**src/rtl/fetch_unit_pkg.sv**
```systemverilog
// Shared fetch definitions: FSM encodings, width defaults, counter helper.
// Imported by fetch_unit and fetch_unit_fifo.
package fetch_unit_pkg;

  localparam int ADDR_W_DEF = 32;
  localparam int DATA_W_DEF = 32;

  localparam logic [1:0] ST_FETCH = 2'd0;
  localparam logic [1:0] ST_WAIT  = 2'd1;
  localparam logic [1:0] ST_DRAIN = 2'd2;

  function automatic logic [15:0] satAdd(
    input logic [15:0] a,
    input logic [15:0] b
  );
    logic [16:0] s;
    s = {1'b0, a} + {1'b0, b};
    return s[16] ? 16'hFFFF : s[15:0];
  endfunction

endpackage

```
**src/rtl/fetch_unit_fifo.sv**
```systemverilog
// Prefetch queue: DEPTH x W entries, power-of-two pointers, flush clears.
// Ports: push/wdata in, pop/rdata head out, flush, full, empty, count.
module fetch_unit_fifo
  import fetch_unit_pkg::*;
#(
  parameter int W     = ADDR_W_DEF + DATA_W_DEF,
  parameter int DEPTH = 4
) (
  input  logic                       clk,
  input  logic                       rst,
  input  logic                       push,
  input  logic                       pop,
  input  logic                       flush,
  input  logic [W-1:0]               wdata,
  output logic [W-1:0]               rdata,
  output logic                       full,
  output logic                       empty,
  output logic [$clog2(DEPTH):0]     count
);

  localparam int AW = $clog2(DEPTH);
  localparam int CW = AW + 1;
  localparam logic [AW-1:0] PTR_MASK = AW'(DEPTH - 1);

  logic [W-1:0]  mem [DEPTH];
  logic [AW-1:0] wrPtr;
  logic [AW-1:0] rdPtr;
  logic [CW-1:0] cnt;
  logic          doPush;
  logic          doPop;

  assign empty = (cnt == '0);
  assign full  = (cnt == CW'(DEPTH));
  assign count = cnt;
  assign rdata = mem[rdPtr];

  // A full queue may still take a push when the head leaves this cycle.
  assign doPop  = pop & ~empty & ~flush;
  assign doPush = push & ~flush & (~full | doPop);

  always_ff @(posedge clk or posedge rst) begin
    if (rst) begin
      wrPtr <= '0;
      rdPtr <= '0;
      cnt   <= '0;
    end else if (flush) begin
      wrPtr <= '0;
      rdPtr <= '0;
      cnt   <= '0;
    end else begin
      if (doPush) begin
        wrPtr <= (wrPtr + AW'(1)) & PTR_MASK;
      end
      if (doPop) begin
        rdPtr <= (rdPtr + AW'(1)) & PTR_MASK;
      end
      cnt <= cnt + CW'(doPush) - CW'(doPop);
    end
  end

  always_ff @(posedge clk) begin
    if (doPush) begin
      mem[wrPtr] <= wdata;
    end
  end

endmodule

```
**src/rtl/fetch_unit.sv**
```systemverilog
// Fetch stage: owns the PC, one outstanding imem request, prefetch queue,
// valid/ready hand-off to decode, redirect flush.
// Ports: clk, rst (async high); imem_req/imem_addr out, imem_valid/
// imem_rdata in; redirect/redirect_addr in; instr_valid/instr_data/
// instr_pc out, instr_ready in.
// FETCH_PERF_EN adds perf_fetched and perf_flushed (16-bit, saturating).
module fetch_unit
  import fetch_unit_pkg::*;
#(
  parameter int                ADDR_W   = ADDR_W_DEF,
  parameter int                DATA_W   = DATA_W_DEF,
  parameter int                DEPTH    = 4,
  parameter logic [ADDR_W-1:0] RESET_PC = '0
) (
  input  logic              clk,
  input  logic              rst,
  output logic              imem_req,
  output logic [ADDR_W-1:0] imem_addr,
  input  logic              imem_valid,
  input  logic [DATA_W-1:0] imem_rdata,
  input  logic              redirect,
  input  logic [ADDR_W-1:0] redirect_addr,
  output logic              instr_valid,
  output logic [DATA_W-1:0] instr_data,
  output logic [ADDR_W-1:0] instr_pc,
  input  logic              instr_ready
`ifdef FETCH_PERF_EN
  ,
  output logic [15:0]       perf_fetched,
  output logic [15:0]       perf_flushed
`endif
);

  localparam int CW = $clog2(DEPTH) + 1;
  localparam int EW = ADDR_W + DATA_W;

  logic [1:0]        state;
  logic [1:0]        stateNext;
  logic [ADDR_W-1:0] fetchPc;
  logic [ADDR_W-1:0] pcNext;
  logic              reqQ;
  logic              reqNext;

  logic              fifoPush;
  logic              fifoPop;
  logic              fifoFlush;
  logic              fifoFull;
  logic              fifoEmpty;
  logic [CW-1:0]     fifoCount;
  logic [CW-1:0]     countAfter;
  logic              spaceAfter;
  logic [EW-1:0]     headEntry;

  // fetchPc is the address of the outstanding request, so it also
  // serves as imem_addr and as the PC tag of the returning word.
  assign imem_req    = reqQ;
  assign imem_addr   = fetchPc;
  assign instr_valid = ~fifoEmpty;
  assign instr_data  = headEntry[DATA_W-1:0];
  assign instr_pc    = headEntry[EW-1:DATA_W];

  assign fifoFlush  = redirect;
  assign fifoPop    = instr_valid & instr_ready & ~redirect;
  assign fifoPush   = (state == ST_WAIT) & imem_valid & ~redirect;
  assign countAfter = fifoCount + CW'(fifoPush) - CW'(fifoPop);
  assign spaceAfter = countAfter < CW'(DEPTH);

  fetch_unit_fifo #(
    .W     (EW),
    .DEPTH (DEPTH)
  ) uFifo (
    .clk   (clk),
    .rst   (rst),
    .push  (fifoPush),
    .pop   (fifoPop),
    .flush (fifoFlush),
    .wdata ({fetchPc, imem_rdata}),
    .rdata (headEntry),
    .full  (fifoFull),
    .empty (fifoEmpty),
    .count (fifoCount)
  );

  always_comb begin
    stateNext = state;
    pcNext    = fetchPc;
    reqNext   = 1'b0;
    case (state)
      ST_FETCH: begin
        if (redirect) begin
          pcNext = redirect_addr;
        end else if (~fifoFull) begin
          reqNext   = 1'b1;
          stateNext = ST_WAIT;
        end
      end
      ST_WAIT: begin
        if (redirect) begin
          pcNext    = redirect_addr;
          // A response landing with the redirect is simply dropped.
          stateNext = imem_valid ? ST_FETCH : ST_DRAIN;
        end else if (imem_valid) begin
          pcNext = fetchPc + ADDR_W'(1);
          if (spaceAfter) begin
            reqNext = 1'b1;
          end else begin
            stateNext = ST_FETCH;
          end
        end
      end
      ST_DRAIN: begin
        if (redirect) begin
          pcNext = redirect_addr;
        end
        if (imem_valid) begin
          stateNext = ST_FETCH;
        end
      end
      default: begin
        stateNext = ST_FETCH;
      end
    endcase
  end

  always_ff @(posedge clk or posedge rst) begin
    if (rst) begin
      state   <= ST_FETCH;
      fetchPc <= RESET_PC;
      reqQ    <= 1'b0;
    end else begin
      state   <= stateNext;
      fetchPc <= pcNext;
      reqQ    <= reqNext;
    end
  end

`ifdef FETCH_PERF_EN
  logic        discard;
  logic [15:0] flushInc;

  // Responses thrown away: draining, or arriving with a redirect.
  assign discard  = imem_valid &
                    ((state == ST_DRAIN) |
                     ((state == ST_WAIT) & redirect));
  assign flushInc = (redirect ? 16'(fifoCount) : 16'd0) +
                    16'(discard);

  always_ff @(posedge clk or posedge rst) begin
    if (rst) begin
      perf_fetched <= '0;
      perf_flushed <= '0;
    end else begin
      perf_fetched <= satAdd(perf_fetched, 16'(fifoPush));
      perf_flushed <= satAdd(perf_flushed, flushInc);
    end
  end
`endif

endmodule

```
**config.mk**
```make
export PLATFORM = sky130hd
export DESIGN_NAME = fetch_unit
export DESIGN_NICKNAME = d
export VERILOG_FILES = /design/src/rtl/fetch_unit_pkg.sv /design/src/rtl/fetch_unit_fifo.sv /design/src/rtl/fetch_unit.sv
export SDC_FILE = /design/constraint.sdc
export NUM_CORES = 1
export LEC_CHECK = 0
export ABC_CLOCK_PERIOD_IN_PS = 4200
export CAP_MARGIN = 30
export CORE_MARGIN = 8
export CORE_UTILIZATION = 40
export DETAILED_ROUTE_END_ITERATION = 7
export GPL_TIMING_DRIVEN = 0
export SLEW_MARGIN = 30
export SYNTH_ARGS = -nofsm -noshare
export SYNTH_HDL_FRONTEND = slang
export SYNTH_SLANG_ARGS = --single-unit
```
**constraint.sdc**
```tcl
create_clock -name clk -period 4.2 [get_ports clk]
set_clock_uncertainty 0.05 [all_clocks]
set_input_delay 0.42 -clock clk [delete_from_list [all_inputs] [get_ports clk]]
set_output_delay 0.42 -clock clk [all_outputs]
set_load 0.05 [all_outputs]
```
==> results.ini <==
[power]
combPwrFrac = 0.329
p_sw_frac = 0.353
power.leakage_uw = 0.00502
peakVddDrop_mv = 0.365
p_seq_frac = 0.383
p_int_uw = 6570
p_clk_frac = 0.287
power-per-cell-area_nw_per_um2 = 654
p_total_uw = 10200
power_switching_uw = 3590

[global_route]
grt_max_degree = 43
grt_overflow = 0
antenna_found_initial = 0
grt_use_total = 0.168
grt_pass1_vias = 7526
grt_first_pass_wirelength_mm = 46.7

[clock_tree]
hold_buffers = 0
ctsResizeCount = 0
clk_latency_ns = 0.50
cts_buffer_depth = 3
htree_levels = 2
cts_sinks = 298
cts_tree = yes
path_clk_slew_ns = 0.06
cts_root_buffer = clkbuf_16
cts_made_buffers = 34
postCtsSetupRepairBufs = 0

[floorplan]
pin_count = 167
initial_core_util = 0.406
die_y_um = 190
dieArea_um2 = 36000
die_w_um = 190
num_rows = 63
fp.coreArea_um2 = 29700

[synth]
synth_top_area_frac = 0.636
synth_ff_type = edfxtp_1
netlist_area_um2 = 12100
synth-compound-area-share = 0.0521
post_synth_and_or_nand_nor_area_fraction = 0.0704
synth_area_leaders = edfxtp_1 (64%), mux4_2 (12%), dfrtp_1 (8.7%)
syn_nets = 753
synth_xor_area_frac = 0.00363
ys_ff_latch = 298
synth.distinct_cells = 62
synth_top_family_by_area = multiplexers
netlist_instances = 674
synth.avg_cell_area_um2 = 17.9
synth_top_area_cell = edfxtp_1
seq_area_frac_synth = 0.724
ys_warn_count = 0
synth_fa_ha_area_frac = 0.0110
synth_mux_area_frac = 0.123
synth_edf_count = 256
synthArstFlopShare = 0.141

[setup_path]
worstPathArrival_ns = 3.31
worstSetupEndpointType = output port
worst-path-max-fanout = 10
cp.required_ns = 3.73
start_kind = flop
crit_start = uFifo.rdPtr[0]$_DFFE_PP0P_
critPathKind = flop to output port
rr_startpoint = state[0]$_DFFE_PP0P_

[placement]
portBuffers = 165
placed_area_um2 = 14400
routabilityCongestion = 0.832
place_hpwl_mm = 20.1
dp.cells = 1237

[sta]
finalSetupTns_ns = 0
finalHoldViolCount = 0
drv_slew = 0
max_slew_margin = 0.358
setup_viol = 0
rsz0062_at_grt = false
fmax_ghz = 0.265
worstMarginPinSlew_ns = 0.955
period_minus_slack_ns = 3.78
whs_ns = 0.293
post-route-period-util = 0.899

[min_path]
hold_path.class = primary input to async pin

[final_layout]
diodes = 0
final-instance-count-excl-fill = 1297
fill_cells = 2480
nets = 962
syn2layout_area_growth_pct = 28.4
drive_above_1_share = 0.159
design_area_um2 = 15500

[drt]
wl_per_cell_um = 23.2
drt_wl_total_mm = 30.1
drc_errors = 0
dr.pass1.iters = 5
drt_iter0_markers = 586
vias = 7174
vias_per_cell = 5.53
postRouteAntennaNets = 0

[run]
max_cap_viol_count = 0

[outcome]
status = complete, no violations

-- layout make-up --
type	count	area, um2	share of cell area
sequential	298	8740	0.563
multi-input combinational	327	3170	0.204
timing repair buffer	173	1810	0.117
clock buffer	49	981	0.0632
tap	390	488	0.0315
buffer	40	166	0.0107
clock inverter	11	125	0.00807
inverter	9	36.3	0.00234
-- final timing paths --
kind | endpoint | slack, ns | cells after the start
max | instr_pc[24] | 0.42 | 4
min | imem_addr[20]$_DFFE_PP0P_ | 0.29 | 2
max reg2reg | uFifo.mem[2][16]$_DFFE_PP_ | 1.19 | 6
min reg2reg | uFifo.wrPtr[0]$_DFFE_PP0P_ | 0.51 | 1
max in group asynchronous | imem_addr[4]$_DFFE_PP0P_ | 3.41 | 2
min in group clk | state[0]$_DFFE_PP0P_ | 0.43 | 4
-- per-layer routing --
| layer | vias up | GRT usage | part of all wire |
|---|---|---|---|
| met5 | - | 0 | 0 |
| met4 | 0 | 0.0436 | 0.019 |
| met3 | 41 | 0.0423 | 0.085 |
| met2 | 296 | 0.264 | 0.47 |
| met1 | 3640 | 0.230 | 0.43 |
| li1 | 3197 | - | - |
-- flip-flops by register name (all words and copies together) (netlist names) --
| register | cells |
|---|---|
| uFifo.count | 3 |
| uFifo.rdPtr | 2 |
| uFifo.wrPtr | 2 |
| imem_addr | 32 |
| imem_req | 1 |
| state | 2 |
| uFifo.mem | 256 |
-- layout by cell type, fill, tap and decap left out, types with 5 or more instances in the layout --
cell             netlist  layout
a21oi_1               20      20
a31oi_1                8       8
a32oi_1                5       5
and4_1                 6       6
buf_1                  6       5
buf_12                 0       8
buf_2                  5       5
clkbuf_1              27      38
clkbuf_16              0      37
clkdlybuf4s50_1        0     165
dfrtp_1               42      42
edfxtp_1             256     256
ha_1                   9       9
inv_1                  9       8
mux4_2                64      64
nand2_1               26      26
nand3_1               18      18
nand3b_1               7       7
nand4_1               12      12
nor2_1                25      25
nor3_1                 9       9
nor4_1                10       9
o211ai_1               5       5
o21ai_0               19      19
or4_1                  7       7
-- metrics by stage --
stage / util / setup slack (ns)
6_report: 0.522 / 0.424
2_1_floorplan: - / 0.918
5_1_grt: 0.522 / 0.218
3_5_place_dp: 0.484 / 0.785
3_3_place_gp: 0.478 / -1.25
4_1_cts: 0.522 / 0.325
-- cells by family after synthesis --
| logic type | count (synthesis) |
|---|---|
| AO/OA/AOI/OAI | 94 |
| flip-flops | 298 |
| adder cells (fa/ha/maj) | 10 |
| AND/OR/NAND/NOR | 150 |
| multiplexers | 68 |
| XOR/XNOR | 5 |
| buffers and inverters | 49 |
-- critical path, stage by stage (launching register included) --
cell and delay [ns]:
dfrtp_1 0.41, buf_2 0.36, buf_1 0.70, mux4_2 0.62, clkdlybuf4s50_1 0.72
-- Yosys cell counts (2+ instances only) --
cell,number
clkbuf_1,27
inv_1,9
xnor2_1,3
nor2b_1,4
nand2b_1,3
nand4_2,2
a311oi_1,3
a2bb2oi_1,4
a21o_1,2
nor2_1,25
nand2_1,26
mux2_2,2
a32oi_1,5
o22ai_1,4
ha_1,9
mux2i_1,2
and2_1,7
nor4_1,10
a22oi_1,4
nor3_1,9
buf_2,5
buf_1,6
and4_1,6
a41oi_1,3
or4_1,7
nand4_1,12
a31oi_1,8
o21ai_0,19
o311ai_0,2
nand2_2,2
o22a_1,2
dfrtp_1,42
a211oi_1,4
a21oi_1,20
nand3_1,18
and3_1,3
mux4_2,64
nand3b_1,7
o211ai_1,5
edfxtp_1,256
xor2_1,2
-- power by group through the flow --
stage | Clock, uW | Sequential [uW] | Combinational (uW)
after floorplan | 0 | 4190 | 1920
after global placement | 0 | 3950 | 3350
after detailed placement | 0 | 3960 | 3370
after CTS | 2990 | 3900 | 3380
after global routing | 3100 | 3930 | 3540
final | 2920 | 3890 | 3340
Power figures use the tool's default switching activity.
